$ cat config.mk
export PLATFORM = sky130hd
export DESIGN_NAME = disk_xfer_ctrl
export DESIGN_NICKNAME = d
export VERILOG_FILES = /design/src/rtl/disk_xfer_pkg.sv /design/src/rtl/xfer_addr_cnt.sv /design/src/rtl/disk_xfer_ctrl.sv
export SDC_FILE = /design/constraint.sdc
export NUM_CORES = 1
export LEC_CHECK = 0
export ABC_AREA = 1
export CAP_MARGIN = 0
export CORE_MARGIN = 8
export CORE_UTILIZATION = 32
export DETAILED_ROUTE_END_ITERATION = 6
export PLACE_DENSITY = 0.65
export SETUP_SLACK_MARGIN = 0.1
export SYNTH_ARGS = -nofsm -noshare
export SYNTH_HDL_FRONTEND = slang
export SYNTH_SLANG_ARGS = --single-unit
$ cat constraint.sdc
create_clock -name clk -period 1.9 [get_ports clk]
set_clock_uncertainty 0.15 [all_clocks]
set_input_delay 0.285 -clock clk [delete_from_list [all_inputs] [get_ports clk]]
set_output_delay 0.285 -clock clk [all_outputs]
set_load 0.02 [all_outputs]
$ cat src/rtl/disk_xfer_pkg.sv
// disk_xfer_pkg: shared FSM state and transfer-direction constants for the disk transfer controller.
package disk_xfer_pkg;
  typedef enum logic [1:0] {IDLE, XFER, DONE} state_t;
  localparam logic DIR_LOAD = 1'b0;
  localparam logic DIR_STORE = 1'b1;
endpackage

$ cat src/rtl/xfer_addr_cnt.sv
// xfer_addr_cnt: loadable incrementing counter used for both address streams and the remaining-length count.
module xfer_addr_cnt #(
  parameter int W = 8
) (
  input  logic         clk,
  input  logic         rst,
  input  logic         load_i,
  input  logic         inc_i,
  input  logic [W-1:0] val_i,
  output logic [W-1:0] cnt_o
);
  logic [W-1:0] cnt_q;
  always_ff @(posedge clk or posedge rst)
    if (rst) cnt_q <= '0;
    else if (load_i) cnt_q <= val_i;
    else if (inc_i) cnt_q <= cnt_q + W'(1);
  assign cnt_o = cnt_q;
endmodule

$ cat src/rtl/disk_xfer_ctrl.sv
// disk_xfer_ctrl: one-word-per-cycle block copy between disk and main memory.
// Define DISK_XFER_BOUNDS_EN to reject out-of-range commands with err instead of wrapping addresses.
module disk_xfer_ctrl import disk_xfer_pkg::*; #(
  parameter int DATA_WIDTH = 16,
  parameter int DISK_ADDR_WIDTH = 15,
  parameter int MEM_ADDR_WIDTH = 10,
  parameter int LEN_WIDTH = 8
) (
  input  logic                       clk,
  input  logic                       rst,
  input  logic                       start,
  input  logic                       dir,
  input  logic [DISK_ADDR_WIDTH-1:0] disk_base,
  input  logic [MEM_ADDR_WIDTH-1:0]  mem_base,
  input  logic [LEN_WIDTH-1:0]       len,
  output logic [DISK_ADDR_WIDTH-1:0] disk_addr,
  output logic [DATA_WIDTH-1:0]      disk_data,
  output logic                       disk_tr,
  input  logic [DATA_WIDTH-1:0]      disk_q,
  output logic [MEM_ADDR_WIDTH-1:0]  mem_addr,
  output logic [DATA_WIDTH-1:0]      mem_data,
  output logic                       mem_we,
  input  logic [DATA_WIDTH-1:0]      mem_q,
  output logic                       busy,
  output logic                       done,
  output logic                       err
);
  state_t state_q;
  logic dir_q, busy_q, done_q, err_q;
  logic accept, xfer, last, oob;
  logic [LEN_WIDTH-1:0] rem;
  assign accept = state_q == IDLE && start;
  assign xfer = state_q == XFER;
  // rem counts up from -len, so all-ones marks the final word
  assign last = &rem;
`ifdef DISK_XFER_BOUNDS_EN
  logic [32:0] disk_end, mem_end;
  assign disk_end = 33'(disk_base) + 33'(len);
  assign mem_end = 33'(mem_base) + 33'(len);
  assign oob = disk_end > (33'(1) << DISK_ADDR_WIDTH) || mem_end > (33'(1) << MEM_ADDR_WIDTH);
`else
  assign oob = 1'b0;
`endif
  xfer_addr_cnt #(.W(DISK_ADDR_WIDTH)) u_disk_cnt (
    .clk(clk), .rst(rst), .load_i(accept), .inc_i(xfer), .val_i(disk_base), .cnt_o(disk_addr)
  );
  xfer_addr_cnt #(.W(MEM_ADDR_WIDTH)) u_mem_cnt (
    .clk(clk), .rst(rst), .load_i(accept), .inc_i(xfer), .val_i(mem_base), .cnt_o(mem_addr)
  );
  xfer_addr_cnt #(.W(LEN_WIDTH)) u_rem_cnt (
    .clk(clk), .rst(rst), .load_i(accept), .inc_i(xfer), .val_i(-len), .cnt_o(rem)
  );
  always_ff @(posedge clk or posedge rst)
    if (rst) begin
      state_q <= IDLE;
      dir_q <= DIR_LOAD;
      busy_q <= 1'b0;
      done_q <= 1'b0;
      err_q <= 1'b0;
    end else begin
      case (state_q)
        IDLE: if (start) begin
          dir_q <= dir;
          busy_q <= 1'b1;
          err_q <= oob;
          done_q <= len == '0 && !oob;
          state_q <= (len == '0 || oob) ? DONE : XFER;
        end
        XFER: if (last) begin
          done_q <= 1'b1;
          state_q <= DONE;
        end
        default: begin
          busy_q <= 1'b0;
          done_q <= 1'b0;
          err_q <= 1'b0;
          state_q <= IDLE;
        end
      endcase
    end
  assign mem_we = xfer && dir_q == DIR_LOAD;
  assign disk_tr = xfer && dir_q == DIR_STORE;
  assign mem_data = mem_we ? disk_q : '0;
  assign disk_data = disk_tr ? mem_q : '0;
  assign busy = busy_q;
  assign done = done_q;
  assign err = err_q;
endmodule

Word-level counts from Yosys, hierarchy flattened. Index checks and enable logic that the tools add are counted.

$add $sub $neg: 4. Equal/unequal tests: 3. Multiplexer cells: 19. Bitwise operators: 2. Reductions and logical operators: 10.

Operators with widths (count): 16-bit 2-to-1 mux (2); 15-bit 2-to-1 mux (2); 10-bit 2-to-1 mux (2); 8-bit 2-to-1 mux (2); 15-bit by 1-bit adder with 15-bit output, second input constant (1); 10-bit by 1-bit adder with 10-bit output, second input constant (1); 8-bit by 1-bit adder with 8-bit output, second input constant (1); 8-bit zero test (1); 8-bit negator (1); 8-bit AND reduction (1); 2-bit 2-to-1 mux (3); 1-bit one-hot mux with 2 select lines (3); 2-bit AND reduction (3); 1-bit 2-to-1 mux (4); 2-bit one-hot mux with 2 select lines (1); 1-bit logical AND (3); 2-bit by 1-bit == test with 1-bit output, second input constant (1); 2-bit zero test (1); 2-bit by 1-bit != test with 1-bit output, second input constant (1); 2-bit != test, second input constant (1); 1-bit inverter (2); 2-bit nonzero test (1).

Flip-flop bits (word level): 39. Bits of input ports: 69. Output and inout bits: 62. Word-level logic and storage cells: 46.

Depth between registers and ports, before layout.
Depth in word-level cells: 4. Gate-level depth with buffers: 9. Depth with buffers taken out: 8.

Modules after synthesis. From an unflattened synthesis, not the netlist that was laid out.

Cells, all modules: 395. Area total of the unflattened synthesis: 2783.9 µm².

By module, submodules not included: xfer_addr_cnt at u_disk_cnt (times used 1, cells an instance 129, area an instance 989.7 µm², sequential area each 375.4 µm²); disk_xfer_ctrl (times used 1, cells an instance 125, area an instance 701.9 µm², sequential area each 100.1 µm²); xfer_addr_cnt at u_mem_cnt (times used 1, cells an instance 77, area an instance 601.8 µm², sequential area each 250.2 µm²); xfer_addr_cnt at u_rem_cnt (times used 1, cells an instance 64, area an instance 490.5 µm², sequential area each 200.2 µm²).

Worst setup path before layout. OpenSTA, ideal clock, no wires.

Path kind: reg-to-output. Start point: register state_q[1]. End point: output port disk_data[10]. Data arrival time: 1.655 ns. Data required time: 1.465 ns. Setup slack: -0.190 ns. Stages on the path, launching flop included: 7. Buffers on the path: 1. Path through: dfrtp_1 > inv_2 > nand2_2 > nor2_1 > inv_1 > buf_2 > nor2_1.

Cells in the longest elaborated chain, start to end: 3.

Ends and longest elaborated chain: start, declared (RTL line disk_xfer_ctrl.sv:28) `state_t state_q;`; start signal, assigned (RTL line disk_xfer_ctrl.sv:67) `state_q <= (len == '0 || oob) ? DONE : XFER;`; 2-bit by 1-bit == test with 1-bit output (RTL line disk_xfer_ctrl.sv:33) `assign xfer = state_q == XFER;`; 1-bit logical AND (RTL line disk_xfer_ctrl.sv:82) `assign disk_tr = xfer && dir_q == DIR_STORE;`; via disk_tr (RTL line disk_xfer_ctrl.sv:18) `output logic disk_tr,`; 16-bit 2-to-1 mux (RTL line disk_xfer_ctrl.sv:84) `assign disk_data = disk_tr ? mem_q : '0;`; end, declared (RTL line disk_xfer_ctrl.sv:17) `output logic [DATA_WIDTH-1:0] disk_data,`.

The timed path passes the listed nets, and every way through them passes these cells.

Final worst setup path.
Start point: register state_q[1]. End point: output port disk_data[4].

Cells in the longest elaborated chain, start to end: 3.

Ends and longest elaborated chain (RTL line): 2-bit by 1-bit == test with 1-bit output (disk_xfer_ctrl.sv:33); 1-bit logical AND (disk_xfer_ctrl.sv:82); 16-bit 2-to-1 mux (disk_xfer_ctrl.sv:84).

No other way between the ends.

==> results.sh <==
export IMPL_synth_seq_area_share=0.3323
export IMPL_core_rowCount=34
export IMPL_die_x_um=109.3
export IMPL_post_dp_hpwl_mm=7.495
export IMPL_ir_worst_vdd_v=0.0006714
export IMPL_p_leak_nw=2.430
export IMPL_placed_cell_area_mm2=0.004368
export IMPL_via_per_inst=4.743
export IMPL_criticalPathCategory="register to output port"
export IMPL_worst_path_max_fanout=15
export IMPL_max_cap_viol_count=0
export IMPL_drtAntennaViolNets=0
export IMPL_preCtsSetupSlack_ns=-0.1541
export IMPL_syn_inst=454
export IMPL_hold_slack_ns=0.1819
export IMPL_io_pins=131
export IMPL_cts_buffers=5
export IMPL_routedWlPerCell_um=13.89
export IMPL_synth_warning_count=0
export IMPL_synth_seq_cells=37
export IMPL_drive_above_1_share=0.1833
export IMPL_dp_cells=692
export IMPL_rr_worst_depth=9
export IMPL_setup_viol=0
export IMPL_required_ns=1.46
export IMPL_grt_max_degree=38
export IMPL_cts_tree="done"
export IMPL_initial_core_util=0.3243
export IMPL_worst_r2r_startpoint="state_q[1]$_DFFE_PP0P_"
export IMPL_gp_congestion=0.8126
export IMPL_start_kind="register"
export IMPL_worst_slack_ns=0.004088
export IMPL_hold_class="primary input to async pin"
export IMPL_synthDistinctLibCells=31
export IMPL_htree_num_levels=2
export IMPL_outcome="finished clean"
export IMPL_max_freq_ghz=0.5275
export IMPL_grt_pass1_wl_mm=15.59
export IMPL_syn_avg_cell_area_um2=6.137
export IMPL_cts_path_max_buffers=2
export IMPL_antenna_found_initial=0
export IMPL_first_pass_iters=4
export IMPL_grt_overflow_total=0
export IMPL_num_antenna_cells=0
export IMPL_cts_sinks=37
export IMPL_finalCoreUtilization=0.5485
export IMPL_arrival_ns=1.46
export IMPL_rsz0062_at_grt="true"
export IMPL_root_buffer="clkbuf_8"
export IMPL_fin_crit_ns=1.896
export IMPL_p_total_mw=7.137
export IMPL_hold_viol=0
export IMPL_synthesis_nets=527
export IMPL_slew_violations=0
export IMPL_setup_tns_final_ns=0
export IMPL_final_nets=673
export IMPL_grt_pass1_vias=3292
export IMPL_fp_dieH_um=109.3
export IMPL_syn_to_final_growth_pct=69.15
export IMPL_drt_total_wl_mm=9.831
export IMPL_post_route_period_util=0.9978
export IMPL_power_density_mw_per_mm2=1514
export IMPL_grt_util_all_layers=0.1603
export IMPL_core_area_mm2=0.008593
export IMPL_r2r_end="u_mem_cnt.cnt_o[8]$_DFFE_PP0P_"
export IMPL_clk_latency_ns=0.29
export IMPL_die_area_mm2=0.01195
export IMPL_vias=3358
export IMPL_clkTransAtPathRegs_ns=0.08
export IMPL_netlist_area_mm2=0.002786
export IMPL_end_kind="output port"
export IMPL_drc=0
export IMPL_finalNonFillerCells=708
export IMPL_fin_area_mm2=0.004713
export IMPL_drt_iter0_drc=213
export IMPL_portBuffers=129
export IMPL_rrSetupSlack_ns=0.18
[synthesized netlist by cell type (all sizes together)]
master | n | area share
a21oi | 4 | 0.0072
ha | 4 | 0.018
o22ai | 3 | 0.0067
xor2 | 2 | 0.0063
nor2 | 79 | 0.11
nand2 | 121 | 0.16
buf | 15 | 0.033
a211oi | 1 | 0.0027
xnor2 | 4 | 0.013
nor3 | 4 | 0.0072
dfrtp | 37 | 0.33
nand3 | 47 | 0.086
nand4 | 9 | 0.020
o21ai | 23 | 0.041
clkbuf | 1 | 0.0018
conb | 1 | 0.0013
nand3b | 1 | 0.0027
a31oi | 3 | 0.0067
or2 | 1 | 0.0022
and2 | 1 | 0.0022
inv | 87 | 0.12
o211ai | 5 | 0.013
o21bai | 1 | 0.0027
[worst max path at each step]
stage	startpoint	end	slack [ns]	depth (start not counted)
2_1_floorplan	state_q[1]$_DFFE_PP0P_	disk_data[10]	0.05	6
3_3_place_gp	mem_q[4]	disk_data[4]	-0.08	4
3_5_place_dp	state_q[1]$_DFFE_PP0P_	mem_data[8]	-0.15	7
4_1_cts	state_q[1]$_DFFE_PP0P_	disk_data[1]	0.0009	8
5_1_grt	state_q[1]$_DFFE_PP0P_	disk_data[4]	-0.05	8
6_report	state_q[1]$_DFFE_PP0P_	disk_data[4]	0.004	8
[layer usage]
metal,share of wire,vias up,global-route usage
met5,0,-,0
met4,0.014,0,0.04532
met3,0.086,11,0.03400
met2,0.48,122,0.2808
met1,0.42,1544,0.1937
li1,-,1681,-
[critical path: stages, from the launching register on]
cell and delay [ns]:
dfrtp_1 0.39, inv_2 0.08, nand2_4 0.07, nor2_4 0.09, inv_2 0.05, buf_12 0.14
buf_8 0.13, nor2_4 0.10, buf_6 0.13
[state kept, by name (all words and copies together), names as in the netlist]
signal and count:
u_disk_cnt.cnt_o 15, u_rem_cnt.cnt_o 8, state_q 2, busy 1
u_mem_cnt.cnt_o 10, dir_q 1
[what timing repair did]
| item | 4_1_cts | 5_1_grt |
|---|---|---|
| pin swaps | 6 | 7 |
| buffers inserted | 3 | 5 |
| gates resized for setup | 215 | 40 |
| cloned | 1 | 0 |
| hold buffers | 0 | 0 |
| endpoints found under the setup margin | 51 | 52 |
[cell families (layout without fill, tap and decap cells)]
kind of cell,count (synthesis),after routing,synth area share
AOI/OAI and AO/OA,40,40,0.08083
xor gates and xnor gates,6,6,0.01886
adders and majority gates,4,4,0.01796
buffers and inverters,103,249,0.1522
DFF,37,37,0.3323
other,1,1,0.001346
and+or+nand+nor,263,263,0.3965
[layout by cell type, fill, tap and decap left out, types with 2 or more instances in the layout]
cell,netlist,routed
nand2_1,119,119
inv_1,83,80
clkdlybuf4s50_1,0,70
nor2_1,76,46
nand3_1,46,46
dfrtp_1,37,36
buf_6,2,29
buf_4,2,21
nor2_4,1,20
o21ai_0,20,18
dlygate4sd2_1,0,17
nor2_2,2,13
nand4_1,9,9
dlymetal6s2s_1,0,8
inv_2,4,6
clkbuf_8,0,6
buf_12,0,6
o21ai_1,3,5
o211ai_1,5,5
nor3_1,4,4
a21oi_1,4,4
xnor2_1,4,4
ha_1,4,4
o22ai_1,3,3
a31oi_1,3,3
nand2_4,0,2
xor2_1,2,2
[final cells by class]
type                    count  area [um^2]
clock buffers               7        86.33
repair buffers            155         1612
flip-flops and latches     37        927.1
fillers                   815         3880
multi-input cells         314         1624
inverters                  87        329.1
well taps                 108        135.1
[power by group]
| group | internal, mW | total [mW] | switching, mW | leakage (nW) |
|---|---|---|---|---|
| clock network | 0.288 | 0.571 | 0.283 | 0.0443 |
| logic | 2.14 | 4.90 | 2.77 | 1.95 |
| registers | 1.20 | 1.66 | 0.464 | 0.432 |
| total | 3.62 | 7.14 | 3.51 | 2.43 |
Note: power is estimated with default switching activity, not from simulation.
==> patch, RTL diff (same settings) <==
Put a register stage on the outputs `disk_data` and `mem_data`, cleared by the reset. The values now appear one clock later. The other outputs are not delayed to match.
--- a/src/rtl/disk_xfer_ctrl.sv
+++ b/src/rtl/disk_xfer_ctrl.sv
@@ -80,8 +80,15 @@
     end
   assign mem_we = xfer && dir_q == DIR_LOAD;
   assign disk_tr = xfer && dir_q == DIR_STORE;
-  assign mem_data = mem_we ? disk_q : '0;
-  assign disk_data = disk_tr ? mem_q : '0;
+  always_ff @(posedge clk or posedge rst) begin
+      if (rst) begin
+          disk_data <= '0;
+          mem_data  <= '0;
+      end else begin
+          disk_data <= disk_tr ? mem_q : '0;
+          mem_data  <= mem_we ? disk_q : '0;
+      end
+  end
   assign busy = busy_q;
   assign done = done_q;
   assign err = err_q;
Check against the original RTL: not equivalent (a bounded check fails within 4 cycles, from zero or initial values and one cycle with rst high).
==> patch against the original RTL <==
  * Setup slack improved by 0.16 ns
  * Sequential share of layout area increased by 13 points
  * Area after synthesis increased by 26%
  * Critical path depth decreased by 7
  * Core utilization decreased by 5.5 points
  * Design area increased by 13%
  * Total power increased by 9.2%
  * Via count increased by 5.6%
  * Sequential cell count increased by 32
  * Routed wire length increased by 9.3%
  * Critical endpoint is now disk_data[5]
  * Highest routed layer unchanged
==> patch: results (changes against the original RTL) <==
[metrics] distinct cell type count after synthesis: 28 (-9.7%)
[metrics] Synthesized Nets: 542 (+2.8%)
[metrics] met2 global-route usage: 22.1% (-6.0 points)
[metrics] worst slack at placement: 0.0604 ns (+0.215 ns)
[metrics] endpoint arrival time on the critical path: 1.30 ns (-0.16 ns)
[metrics] number of warnings issued by yosys: 0 (unchanged)
[metrics] result of the run: finished clean
[metrics] routed wire length: 10700 um (+9.3%)
[metrics] vias after detailed routing: 3546 (+5.6%)
[metrics] maximum number of pins on one net before global-route repair: 31 (-18%)
[metrics] Worst VDD drop: 0.730 mV (+8.7%)
[metrics] clock insertion delay at the later pin of the skew report: 0.35 ns (+0.06 ns)
[metrics] CTS H-tree lvls: 3 (+1)
[metrics] Detailed Place HPWL: 8190 um (+9.2%)
[metrics] ranking of synthesized cells by instance count: sky130_fd_sc_hd__nand2_1 (115), sky130_fd_sc_hd__nor2_1 (82), sky130_fd_sc_hd__dfrtp_1 (69), sky130_fd_sc_hd__inv_1 (67), sky130_fd_sc_hd__nand3_1 (35)
[metrics] most area-consuming cells after synthesis: sky130_fd_sc_hd__dfrtp_1 (49%), sky130_fd_sc_hd__nand2_1 (12%), sky130_fd_sc_hd__nor2_1 (8.7%)
[metrics] worst reg2reg endpoint: u_mem_cnt.cnt_o[7]$_DFFE_PP0P_
[metrics] cts bufs inserted: 9 (+4)
[metrics] FF-to-FF path depth: 8 (-1)
[metrics] area share of xor/xnor cells in the synthesized design: 0.746% (-1.1 points)
[metrics] launching element of the worst setup path: disk_data[5]$_DFF_PP0_
[metrics] total of hold buffers inserted after clock tree synthesis: 0 (unchanged)
[metrics] Global Route met3 Usage: 7.63% (+4.2 points)
[metrics] FILL cells: 1019 (+25%)
[metrics] final estimated routing congestion in global placement: 0.800 (-1.5%)
[metrics] minimum setup slack among reg-to-reg paths: 0.23 ns (+0.05 ns)
[metrics] end point of the critical path: disk_data[5]
[metrics] largest stage delay on the critical path: 0.62 ns (+0.23 ns)
[metrics] Critical Path Fanout Max: 1 (-14)
[metrics] arithmetic-cell share of the synthesized area counting full adders, half adders and majority gates: 1.42% (-0.38 points)
[metrics] layout cell share with drive strength beyond 1: 8.39% (-9.9 points)
[metrics] cell with the largest stage delay on the worst path: sky130_fd_sc_hd__clkdlybuf4s50_1
[metrics] first-iteration detailed-routing DRC count: 249 (+17%)
[metrics] Clock transition at path regs: 0.08 ns (about the same)
[metrics] leak pwr: 2.75 nW (+13%)
[metrics] Pre-antenna DRT Iters: 5 (+1)
[metrics] share of the synthesized area in compound gates (AO/OA/AOI/OAI): 9.91% (+1.8 points)
[metrics] global routing met1 resource utilization: 17.8% (-1.5 points)
[metrics] global-route wire length before repair: 17400 um (+12%)
[metrics] timing-limited maximum frequency: 0.577 GHz (+9.5%)
[metrics] sequential cell area fraction in the yosys report: 49.0% (+16 points)
[metrics] RR Startpoint: state_q[1]$_DFFE_PP0P_
[metrics] total global routing track utilization: 15.0% (-1.1 points)
[metrics] number of nets in the finished design: 688 (+2.2%)
[metrics] placed inst area: 5130 um2 (+17%)
-- patch: power by group --
group	total (W)	internal [W]	switching, W
Combinational	0.00401	0.00165	0.00236
Clock	0.00121	0.000610	0.000597
Sequential	0.00257	0.00207	0.000507
Total	0.00780	0.00433	0.00347
-- patch: final cells by class --
cell class / count / area, um2 / area share, %
multi-input cells: 315 / 1460 / 27.4
clock inverters: 7 / 75.1 / 1.41
repair buffers: 150 / 1500 / 28.1
clock buffers: 9 / 124 / 2.33
flip-flops and latches: 69 / 1730 / 32.4
well taps: 140 / 175 / 3.29
inverters: 70 / 267 / 5.00
-- patch: timing repair --
item	4_1_cts	5_1_grt
buffers inserted	0	2
cloned	0	0
gates resized for setup	32	12
setup endpoints to repair	28	13
pin swaps	0	0
-- patch: worst reg2reg max path, cell delays in order, from the launching register on --
cell	delay (ns)
sky130_fd_sc_hd__dfrtp_1	0.41
sky130_fd_sc_hd__buf_4	0.15
sky130_fd_sc_hd__inv_1	0.09
sky130_fd_sc_hd__nand3_1	0.15
sky130_fd_sc_hd__buf_12	0.21
sky130_fd_sc_hd__o21ai_0	0.22
sky130_fd_sc_hd__inv_1	0.06
sky130_fd_sc_hd__nand2_1	0.06
sky130_fd_sc_hd__o21ai_0	0.07
-- patch: layer usage --
layer  share of wire, %  vias to the layer above
li1                   -                     1768
met2                 43                      147
met3                 12                       15
met5                  0                        -
met1                 44                     1616
met4                1.9                        0
-- patch: through the flow --
step                std cells  hold WS, ns  total power (W)
floorplan                 469        0.241          0.00488
global placement          742        0.319          0.00674
detailed placement        742        0.323          0.00684
CTS                       758       0.0964          0.00789
global route              760        0.129          0.00844
finish                    760        0.112          0.00780
